`config.mk`:
```
export PLATFORM = sky130hd
export DESIGN_NAME = gshare_predictor
export DESIGN_NICKNAME = d
export VERILOG_FILES = /design/src/rtl/gshare_predictor_pkg.sv /design/src/rtl/gshare_predictor_table.sv /design/src/rtl/gshare_predictor.sv
export SDC_FILE = /design/constraint.sdc
export NUM_CORES = 2
export LEC_CHECK = 0
export ABC_AREA = 0
export ABC_CLOCK_PERIOD_IN_PS = 59500
export CAP_MARGIN = 30
export CORE_MARGIN = 4
export CORE_UTILIZATION = 50
export DETAILED_ROUTE_END_ITERATION = 7
export PLACE_DENSITY = 0.75
export SYNTH_ARGS = -nofsm -noshare
export SYNTH_HDL_FRONTEND = slang
export SYNTH_SLANG_ARGS = --single-unit
```
`constraint.sdc`:
```
create_clock -name clk -period 59.5 [get_ports clk]
set_input_delay 8.925 -clock clk [delete_from_list [all_inputs] [get_ports clk]]
set_output_delay 8.925 -clock clk [all_outputs]
set_load 0.02 [all_outputs]
```
`src/rtl/gshare_predictor_pkg.sv`:
```
// Shared branch-prediction definitions.
//   bp_state_e : table state machine (sweep-initialise, then run)
//   weak_nt    : counter reset value (weakly not-taken) for a given width
//   sat_update : saturating up/down step of a direction counter
//   bp_index   : table index from PC bits, optionally XORed with history
package gshare_predictor_pkg;

    typedef enum logic {
        ST_INIT = 1'b0,
        ST_RUN  = 1'b1
    } bp_state_e;

    // Weakly not-taken: 2^(ctr_bits-1) - 1 (01 for 2-bit counters).
    function automatic int unsigned weak_nt(input int unsigned ctr_bits);
        return (32'd1 << (ctr_bits - 1)) - 32'd1;
    endfunction

    // Saturating +1 on taken, -1 on not-taken; sticks at 0 and at 2^ctr_bits-1.
    function automatic logic [31:0] sat_update(input logic [31:0] ctr,
                                               input logic        taken,
                                               input int unsigned ctr_bits);
        logic [31:0] max_v;
        max_v = (32'd1 << ctr_bits) - 32'd1;
        if (taken && ctr != max_v)
            return ctr + 32'd1;
        else if (!taken && ctr != 32'd0)
            return ctr - 32'd1;
        return ctr;
    endfunction

    // pc[pc_lsb +: index_bits], XORed with zero-extended history in gshare mode.
    function automatic logic [31:0] bp_index(input logic [31:0] pc,
                                             input logic [31:0] hist,
                                             input logic        gshare,
                                             input int unsigned index_bits,
                                             input int unsigned pc_lsb);
        logic [31:0] mask;
        mask = (32'd1 << index_bits) - 32'd1;
        return ((pc >> pc_lsb) ^ (gshare ? hist : 32'd0)) & mask;
    endfunction

endpackage

```
`src/rtl/gshare_predictor_table.sv`:
```
// Direction-counter storage: DEPTH x CTR_BITS.
//   rd_f_addr/rd_f_data : async read port for the fetch-side lookup
//   rd_u_addr/rd_u_data : async read port for update read-modify-write
//   we/waddr/wdata      : single synchronous write port
// No reset: contents are defined by the predictor's init sweep.
module bp_counter_table #(
    parameter int INDEX_BITS = 10,
    parameter int CTR_BITS   = 2
) (
    input  logic                  clk,
    input  logic [INDEX_BITS-1:0] rd_f_addr,
    output logic [CTR_BITS-1:0]   rd_f_data,
    input  logic [INDEX_BITS-1:0] rd_u_addr,
    output logic [CTR_BITS-1:0]   rd_u_data,
    input  logic                  we,
    input  logic [INDEX_BITS-1:0] waddr,
    input  logic [CTR_BITS-1:0]   wdata
);
    localparam int DEPTH = 1 << INDEX_BITS;

    logic [CTR_BITS-1:0] mem_q [DEPTH];

    always_ff @(posedge clk) begin
        if (we)
            mem_q[waddr] <= wdata;
    end

    // Reads see the pre-write value; a same-cycle write lands at the edge.
    assign rd_f_data = mem_q[rd_f_addr];
    assign rd_u_data = mem_q[rd_u_addr];

endmodule

```
`src/rtl/gshare_predictor.sv`:
```
// Gshare / bimodal branch direction predictor.
//   clk, reset_n            : clock, async active-low reset
//   flush                   : re-sweep the table and clear history
//   ready                   : table initialised, predictions valid
//   fetch_valid, fetch_pc   : IF lookup; predict_taken/predict_hist returned same cycle
//   update_*                : EX resolution; trains the table, repairs history on mispredict
//   mispred_cnt             : saturating mispredict count (cleared by reset_n only)
module gshare_predictor
    import gshare_predictor_pkg::*;
#(
    parameter int INDEX_BITS = 10,
    parameter int CTR_BITS   = 2,
    parameter int HIST_BITS  = 8,
    parameter int PC_LSB     = 2,
    parameter int MODE       = 1
) (
    input  logic                 clk,
    input  logic                 reset_n,
    input  logic                 flush,
    output logic                 ready,
    input  logic                 fetch_valid,
    input  logic [31:0]          fetch_pc,
    output logic                 predict_taken,
    output logic [HIST_BITS-1:0] predict_hist,
    input  logic                 update_valid,
    input  logic [31:0]          update_pc,
    input  logic [HIST_BITS-1:0] update_hist,
    input  logic                 update_taken,
    input  logic                 update_mispredict,
    output logic [15:0]          mispred_cnt
);
    localparam logic [CTR_BITS-1:0] WEAK_NT_V = CTR_BITS'(weak_nt(CTR_BITS));
    localparam logic [CTR_BITS-1:0] CTR_HALF  = CTR_BITS'(32'd1 << (CTR_BITS - 1));
    localparam logic                GSHARE    = (MODE != 0);

    bp_state_e             state_q, state_d;
    logic [INDEX_BITS-1:0] init_ptr_q, init_ptr_d;
    logic [HIST_BITS-1:0]  ghr_q, ghr_d;
    logic [15:0]           mispred_cnt_q, mispred_cnt_d;

    logic [INDEX_BITS-1:0] fetch_idx, upd_idx, tbl_waddr;
    logic [CTR_BITS-1:0]   rd_f, rd_u, upd_next, tbl_wdata;
    logic                  tbl_we, mispred_evt;

    assign fetch_idx = INDEX_BITS'(bp_index(fetch_pc, 32'(ghr_q), GSHARE, INDEX_BITS, PC_LSB));
    assign upd_idx   = INDEX_BITS'(bp_index(update_pc, 32'(update_hist), GSHARE, INDEX_BITS, PC_LSB));
    assign upd_next  = CTR_BITS'(sat_update(32'(rd_u), update_taken, CTR_BITS));

    bp_counter_table #(
        .INDEX_BITS (INDEX_BITS),
        .CTR_BITS   (CTR_BITS)
    ) u_table (
        .clk       (clk),
        .rd_f_addr (fetch_idx),
        .rd_f_data (rd_f),
        .rd_u_addr (upd_idx),
        .rd_u_data (rd_u),
        .we        (tbl_we),
        .waddr     (tbl_waddr),
        .wdata     (tbl_wdata)
    );

    assign ready         = (state_q == ST_RUN);
    // Counter MSB set <=> counter >= 2^(CTR_BITS-1).
    assign predict_taken = ready && (rd_f >= CTR_HALF);
    assign predict_hist  = ready ? ghr_q : '0;
    assign mispred_cnt   = mispred_cnt_q;
    assign mispred_evt   = update_valid && update_mispredict;

    always_comb begin
        state_d       = state_q;
        init_ptr_d    = init_ptr_q;
        ghr_d         = ghr_q;
        mispred_cnt_d = mispred_cnt_q;
        tbl_we        = 1'b0;
        tbl_waddr     = upd_idx;
        tbl_wdata     = upd_next;

        if (state_q == ST_INIT) begin
            // Sweep one entry per cycle; the write port belongs to the sweep here.
            tbl_we     = 1'b1;
            tbl_waddr  = init_ptr_q;
            tbl_wdata  = WEAK_NT_V;
            init_ptr_d = init_ptr_q + 1'b1;
            if (init_ptr_q == '1)
                state_d = ST_RUN;
        end else begin
            tbl_we = update_valid;
            // Recovery from the resolved branch beats the speculative shift.
            if (mispred_evt)
                ghr_d = HIST_BITS'({update_hist, update_taken});
            else if (fetch_valid)
                ghr_d = HIST_BITS'({ghr_q, predict_taken});
            if (mispred_evt && mispred_cnt_q != 16'hFFFF)
                mispred_cnt_d = mispred_cnt_q + 16'd1;
        end

        // Flush restarts the sweep; a same-cycle training write still happens
        // and is simply overwritten later by the sweep.
        if (flush) begin
            state_d    = ST_INIT;
            init_ptr_d = '0;
            ghr_d      = '0;
        end
    end

    always_ff @(posedge clk or negedge reset_n) begin
        if (!reset_n) begin
            state_q       <= ST_INIT;
            init_ptr_q    <= '0;
            ghr_q         <= '0;
            mispred_cnt_q <= '0;
        end else begin
            state_q       <= state_d;
            init_ptr_q    <= init_ptr_d;
            ghr_q         <= ghr_d;
            mispred_cnt_q <= mispred_cnt_d;
        end
    end

endmodule

```
# After elaboration in Yosys (flattened, before gate mapping)
# Memory sizes are Yosys's and may differ from the RTL's.
# Index checks and enable logic that the tools add are counted.
# Widths: inputs -> output; s select.
[op_classes]
n_addsub = 4
order_cmp = 1
n_eq_ne = 4
muxes = 20
bitwise = 2
reduce_logical = 11
[op_table]
columns = ["op", "n"]
rows = [
  ["$mux 8", 5],
  ["$mux 10", 3],
  ["$xor 10x8->10", 2],
  ["$add 16x1->16 const B", 1],
  ["$ne 16x16->1 const B", 1],
  ["$add 10x1->10 const B", 1],
  ["$eq 10x10->1 const B", 1],
  ["$mux 1", 8],
  ["$mux 2", 4],
  ["$logic_and 1x1->1", 5],
  ["$ne 2x2->1 const B", 2],
  ["$reduce_and 2->1", 2],
  ["$reduce_bool 2->1", 2],
  ["$reduce_bool 3->1", 1],
  ["$add 2x1->2 const B", 1],
  ["$ge 2x2->1 const B", 1],
  ["$sub 2x1->2 const B", 1],
  ["$logic_not 1->1", 1],
]
[word_totals]
reg_bits = 35
ramBits = 2048
inputBits = 79
output_inout_bits = 26
wordCells = 47
memories = 1
[mem_list]
columns = ["name", "words", "width", "rd", "rd_ports_with_merged_regs", "wr", "line", "text"]
rows = [
  ["u_table.mem_q", 1024, 2, 2, 0, 1, "gshare_predictor_table.sv:21", "logic [CTR_BITS-1:0] mem_q [DEPTH];"],
]

# Logic depth before layout (Yosys ltp)
# An unclocked memory read counts as a cell.
[depth]
depth_word = 8
ltp_mapped = 15
ltp_nobuf = 10

# By module
# Synthesis repeated with hierarchy kept, for this count alone.
[unflattened]
hier_cells = 6423
area_unflattened_um2 = 102753.5
[by_module_without_submodules]
columns = ["module", "n_inst", "cells_per_inst", "area_each_um2", "seq_area_each_um2"]
rows = [
  ["bp_counter_table", 1, 6205, 100664.0, 61499.0],
  ["gshare_predictor", 1, 218, 2089.5, 875.8],
]

# Worst setup path after synthesis
# Ideal clock, no wire load.
[synth_timing]
kind = "input-to-reg"
startpoint = "input port update_pc[2]"
endpoint = "memory u_table.mem_q[0][1] (data pin)"
setup_ns = 8.412
t_arrival_ns = 52.879
required_ns = 51.088
path_slack_ns = -1.791
cell_stages = 12
n_path_buf = 4
cell_sequence = "xor2_2 buf_6 buf_6 buf_4 buf_2 nand2_1 a2111oi_0 o22ai_1 a221oi_1 a31o_2 a21boi_0 o32ai_1"
[synth_between]
elab_chain_cells = 8
elab_cells_between_ends = 14
classes_between = "add/sub (2); eq/ne (1); mux (6); bitwise (1); reduce/logical (3); memory (1)"
[synth_rtl]
columns = ["element", "line", "text"]
rows = [
  ["from (decl)", "gshare_predictor.sv:26", "input logic [31:0] update_pc,"],
  ["$xor 10x8->10 (*)", "gshare_predictor_pkg.sv:39", "return ((pc >> pc_lsb) ^ (gshare ? hist : 32'd0)) & mask;"],
  ["$mem_v2 1024x2 (*)", "n/a", ""],
  ["branches (longest 4 deep; another with $sub 2x1->2)", "n/a", ""],
  ["$mux 2 (*)", "gshare_predictor_pkg.sv:28", "return ctr;"],
  ["$mux 2 (*)", "gshare_predictor.sv:79", "if (state_q == ST_INIT) begin"],
  ["named net tbl_wdata[1]", "gshare_predictor.sv:42", "logic [CTR_BITS-1:0] rd_f, rd_u, upd_next, tbl_wdata;"],
  ["to (decl)", "gshare_predictor_table.sv:21", ""],
]
# Mark *: on every way through the listed nets, which the timed path passes. The select of a mux whose other input is x is not followed.

# Worst setup path in the final report
[layout_timing]
startpoint = "input port fetch_pc[3]"
endpoint = "output port predict_taken"
[layout_between]
elab_chain_cells = 4
[layout_rtl]
columns = ["element", "line", "text"]
rows = [
  ["from (decl)", "gshare_predictor.sv:22", "input logic [31:0] fetch_pc,"],
  ["$xor 10x8->10", "gshare_predictor_pkg.sv:39", ""],
  ["$mem_v2 1024x2", "n/a", ""],
  ["$ge 2x2->1", "gshare_predictor.sv:65", "assign predict_taken = ready && (rd_f >= CTR_HALF);"],
  ["$logic_and 1x1->1", "gshare_predictor.sv:65", ""],
  ["to (decl)", "gshare_predictor.sv:23", "output logic predict_taken,"],
]
# Every way passes these cells.

==> flow_metrics.tcl <==
set metrics [dict create \
    worstPathRequired_ns 50.58 \
    synth_edf_count 2048 \
    grt_usage_pct 31.5 \
    fin_nets 6444 \
    post-dp-hpwl_um 176000 \
    core_um2 188000 \
    endpoint_kind "output pin" \
    grt_start_max_net_pins 288 \
    synth_top_flop_cell "edfxtp_1" \
    synth_seq_cells 2083 \
    cts-resized-gates 0 \
    placed_area_um2 97500 \
    powerDensity_nw_per_um2 30.6 \
    violations "DRC" \
    synth_compound_area_share_pct 3.88 \
    cp-start-kind "input port" \
    netlist_top_cells_area "edfxtp_1, mux4_2, nor2_1, nand2_1, mux2i_1" \
    drive_gt1_share_pct 16.9 \
    yosys_warnings 0 \
    async_reset_ff_share_pct 1.68 \
    placed_cells 8646 \
    synth_fp_nets 6504 \
    drt-total-wl_um 313000 \
    routed_via_density 7.11 \
    clk_path_buf_depth 3 \
    syn_area_per_cell_um2 14.7 \
    nFillCells 14174 \
    initial_utilization_pct 50.2 \
    synth_largest_area_cell "edfxtp_1" \
    final_cells 9049 \
    syn_inst 6423 \
    rows 159 \
    rsz0062_at_grt "false" \
    synth-xor-area-share_pct 0.587 \
    dr.pass1.iters 8 \
    post_cts_buffers 0 \
    worst-setup-path-type "in2out" \
    port_buffers 60 \
    arrival_ns 15.55 \
    clkSlewWorstSetupHoldPaths_ns 0.06 \
    finalPower_mw 3.20 \
    die_h_um 442 \
    cts_made_buffers 202 \
    crit_fanout 64 \
    fmax_mhz 40.9 \
    cts_tree "built" \
    seqCellArea_um2 62400 \
    grt-ovfl-total 0 \
    synthAdderAreaFrac_pct 0.0597 \
    drc 2 \
    finalCritPeriodShare_pct 41.1 \
    hold_class "reg2reg" \
    grt_pass1_wl_um 446000 \
    min_period_ns 24.48 \
    stdcell_area_um2 104000 \
    yosysTopAreaCellShare_pct 65.3 \
    final_hold_viol_count 0 \
    worstMarginPinSlew_ns 1.37 \
    htreeDepth 4 \
    max_slew_margin_pct 8.87 \
    wl_per_cell_um 34.6 \
    netlist_top_cells_count "edfxtp_1, nor2_1, nand2_1, mux4_2, clkbuf_1" \
    yosysSeqAreaShare_pct 66.2 \
    clock_skew_ns 0.0694 \
    synthesis.area_um2 94200 \
    max_cap_violations 0 \
    leakagePower_nw 34.5 \
    max_stage_delay_ns 0.81 \
    worstPathCellList "clkdlybuf4s50_1 -> xor2_4 -> buf_12 -> buf_4 -> buf_4 -> mux2i_1 -> a32oi_1 -> and3_1 -> a311oi_1 -> a311oi_1 -> a311o_1 -> a311oi_1 -> nor2_1 -> and3_1 -> clkdlybuf4s50_1" \
    antenna_found_initial 18 \
    slew_viol_final 0 \
    cpMaxStageDelayCell "buf_4" \
    synthSimpleGateAreaFrac_pct 10.9 \
    synth_top_family_by_area "multiplexers" \
    syn_to_final_growth_pct 10.8 \
    die_area_um2 196000 \
    die_w_um 442 \
    peakVddDrop_uv 29.0 \
    drt_iter0_drc 13325 \
    status "finished with violations" \
    num_vias 64345 \
    cpMostUsedCell "a311oi_1" \
    grt_pass1_vias 61951 \
    multi_input_area_um2 29800 \
    cts_hold_buf 0 \
    ant_nets 0 \
    cts_sinks 2083 \
    synth_mux_area_share_pct 15.4 \
    synth_cell_types 81 \
    gp_congestion 0.941 \
    setup_viol 0 \
    ios 105 \
    yosysMostFrequentCell "edfxtp_1" \
    clkLatencyLatePin_ns 0.88 \
    tns_ns 0 \
    cts_root_buf "clkbuf_16" \
]
[placed cells by master, fill, tap and decap left out, types with 9 or more instances in the layout]
cell / Yosys / layout
xor2_4: 1 / 11
buf_12: 1 / 13
bufinv_16: 0 / 23
nand4_1: 84 / 84
clkdlybuf4s50_1: 0 / 59
o2111ai_1: 19 / 19
a22oi_1: 37 / 37
a2111oi_0: 9 / 9
clkinv_2: 0 / 43
nor4_1: 27 / 21
a221oi_1: 25 / 25
mux4_1: 49 / 49
and3_1: 17 / 17
nand2_1: 891 / 858
a311oi_1: 11 / 11
xnor2_2: 3 / 9
o22ai_1: 69 / 69
clkinvlp_4: 0 / 10
a31oi_1: 86 / 86
nor3_1: 40 / 40
dfrtp_1: 35 / 34
nand2_2: 0 / 11
a21oi_1: 30 / 30
nand2_4: 0 / 22
mux2i_1: 199 / 199
buf_4: 54 / 170
diode_2: 0 / 20
xor2_1: 22 / 14
o21ai_0: 40 / 40
edfxtp_1: 2048 / 2048
mux4_2: 499 / 499
clkbuf_1: 305 / 31
xnor2_1: 25 / 16
clkbuf_16: 0 / 204
clkinv_1: 0 / 46
o211ai_1: 12 / 12
nand3_1: 264 / 260
nor2_1: 1140 / 1125
and2_1: 9 / 9
a32oi_1: 89 / 89
[state kept, by name (all words and copies together), names as in the netlist]
signal / count
ghr_q: 8
init_ptr_q: 10
mispred_cnt: 16
ready: 1
u_table.mem_q: 2048
[metrics by stage]
step                      utilization [%]  hold WS [ns]  worst slack, ns
after global routing                 55.7         0.528            34.86
after global placement               51.9         0.474            35.23
after floorplan                         -         0.522            22.05
final                                55.7         0.504            35.02
after CTS                            55.6         0.503            35.18
after detailed placement             52.0         0.493            35.21
[report_power, final]
group	leakage, nW	total [mW]	switching [mW]	internal (mW)
clock	3.26	1.30	0.570	0.735
combinational	10.4	0.306	0.206	0.100
sequential	20.9	1.59	0.000623	1.59
total	34.5	3.20	0.776	2.42
[critical path: cells and delay by family]
kind,cells,cell delay (ns)
AO/OA/AOI/OAI,5,1.56
XOR/XNOR,1,0.59
buffers and inverters,5,3.23
multiplexers,1,0.30
AND/OR/NAND/NOR,3,0.81
[cells by family (layout without fill, tap and decap cells)]
group	count (synthesis)	after routing
and+or+nand+nor	2504	2504
muxes	748	748
adders and majority gates	5	5
other	0	20
xor gates and xnor gates	55	55
DFF	2083	2083
AOI/OAI and AO/OA	497	497
buffers and inverters	531	642
[layer usage]
layer / wire length (um) / GRT usage (%) / vias up / part of all wire [%]
met5: 86 / 0 / - / 0.027
met4: 28000 / 22.6 / 12 / 8.9
met3: 53400 / 11.3 / 1471 / 17
met2: 134000 / 45.3 / 6382 / 43
met1: 97200 / 39.8 / 31774 / 31
li1: - / - / 24706 / -
[final timing paths]
check | startpoint | end | slack [ns] | cells after the start
setup / recovery | fetch_pc[3] | predict_taken | 35.02 | 15
hold / removal | mispred_cnt[15] | mispred_cnt[15] | 0.50 | 1
setup reg to reg | u_table.mem_q[547][0] | u_table.mem_q[373][0] | 53.03 | 12
hold reg to reg | mispred_cnt[15] | mispred_cnt[15] | 0.50 | 1
max in group asynchronous | reset_n | ready | 50.86 | 2
min in group asynchronous | reset_n | mispred_cnt[1] | 8.15 | 2
[cell type report]
cell class	instances	share of cell area, %
Clock buffer	238	5.04
Inverter	7	0.0252
Multi-Input combinational cell	3809	28.5
Clock inverter	137	1.38
Tap cell	2495	2.99
Sequential cell	2083	59.7
Timing Repair Buffer	260	2.31
Antenna cell	20	0.0479
No activity file was read; power rests on OpenSTA's default activity.
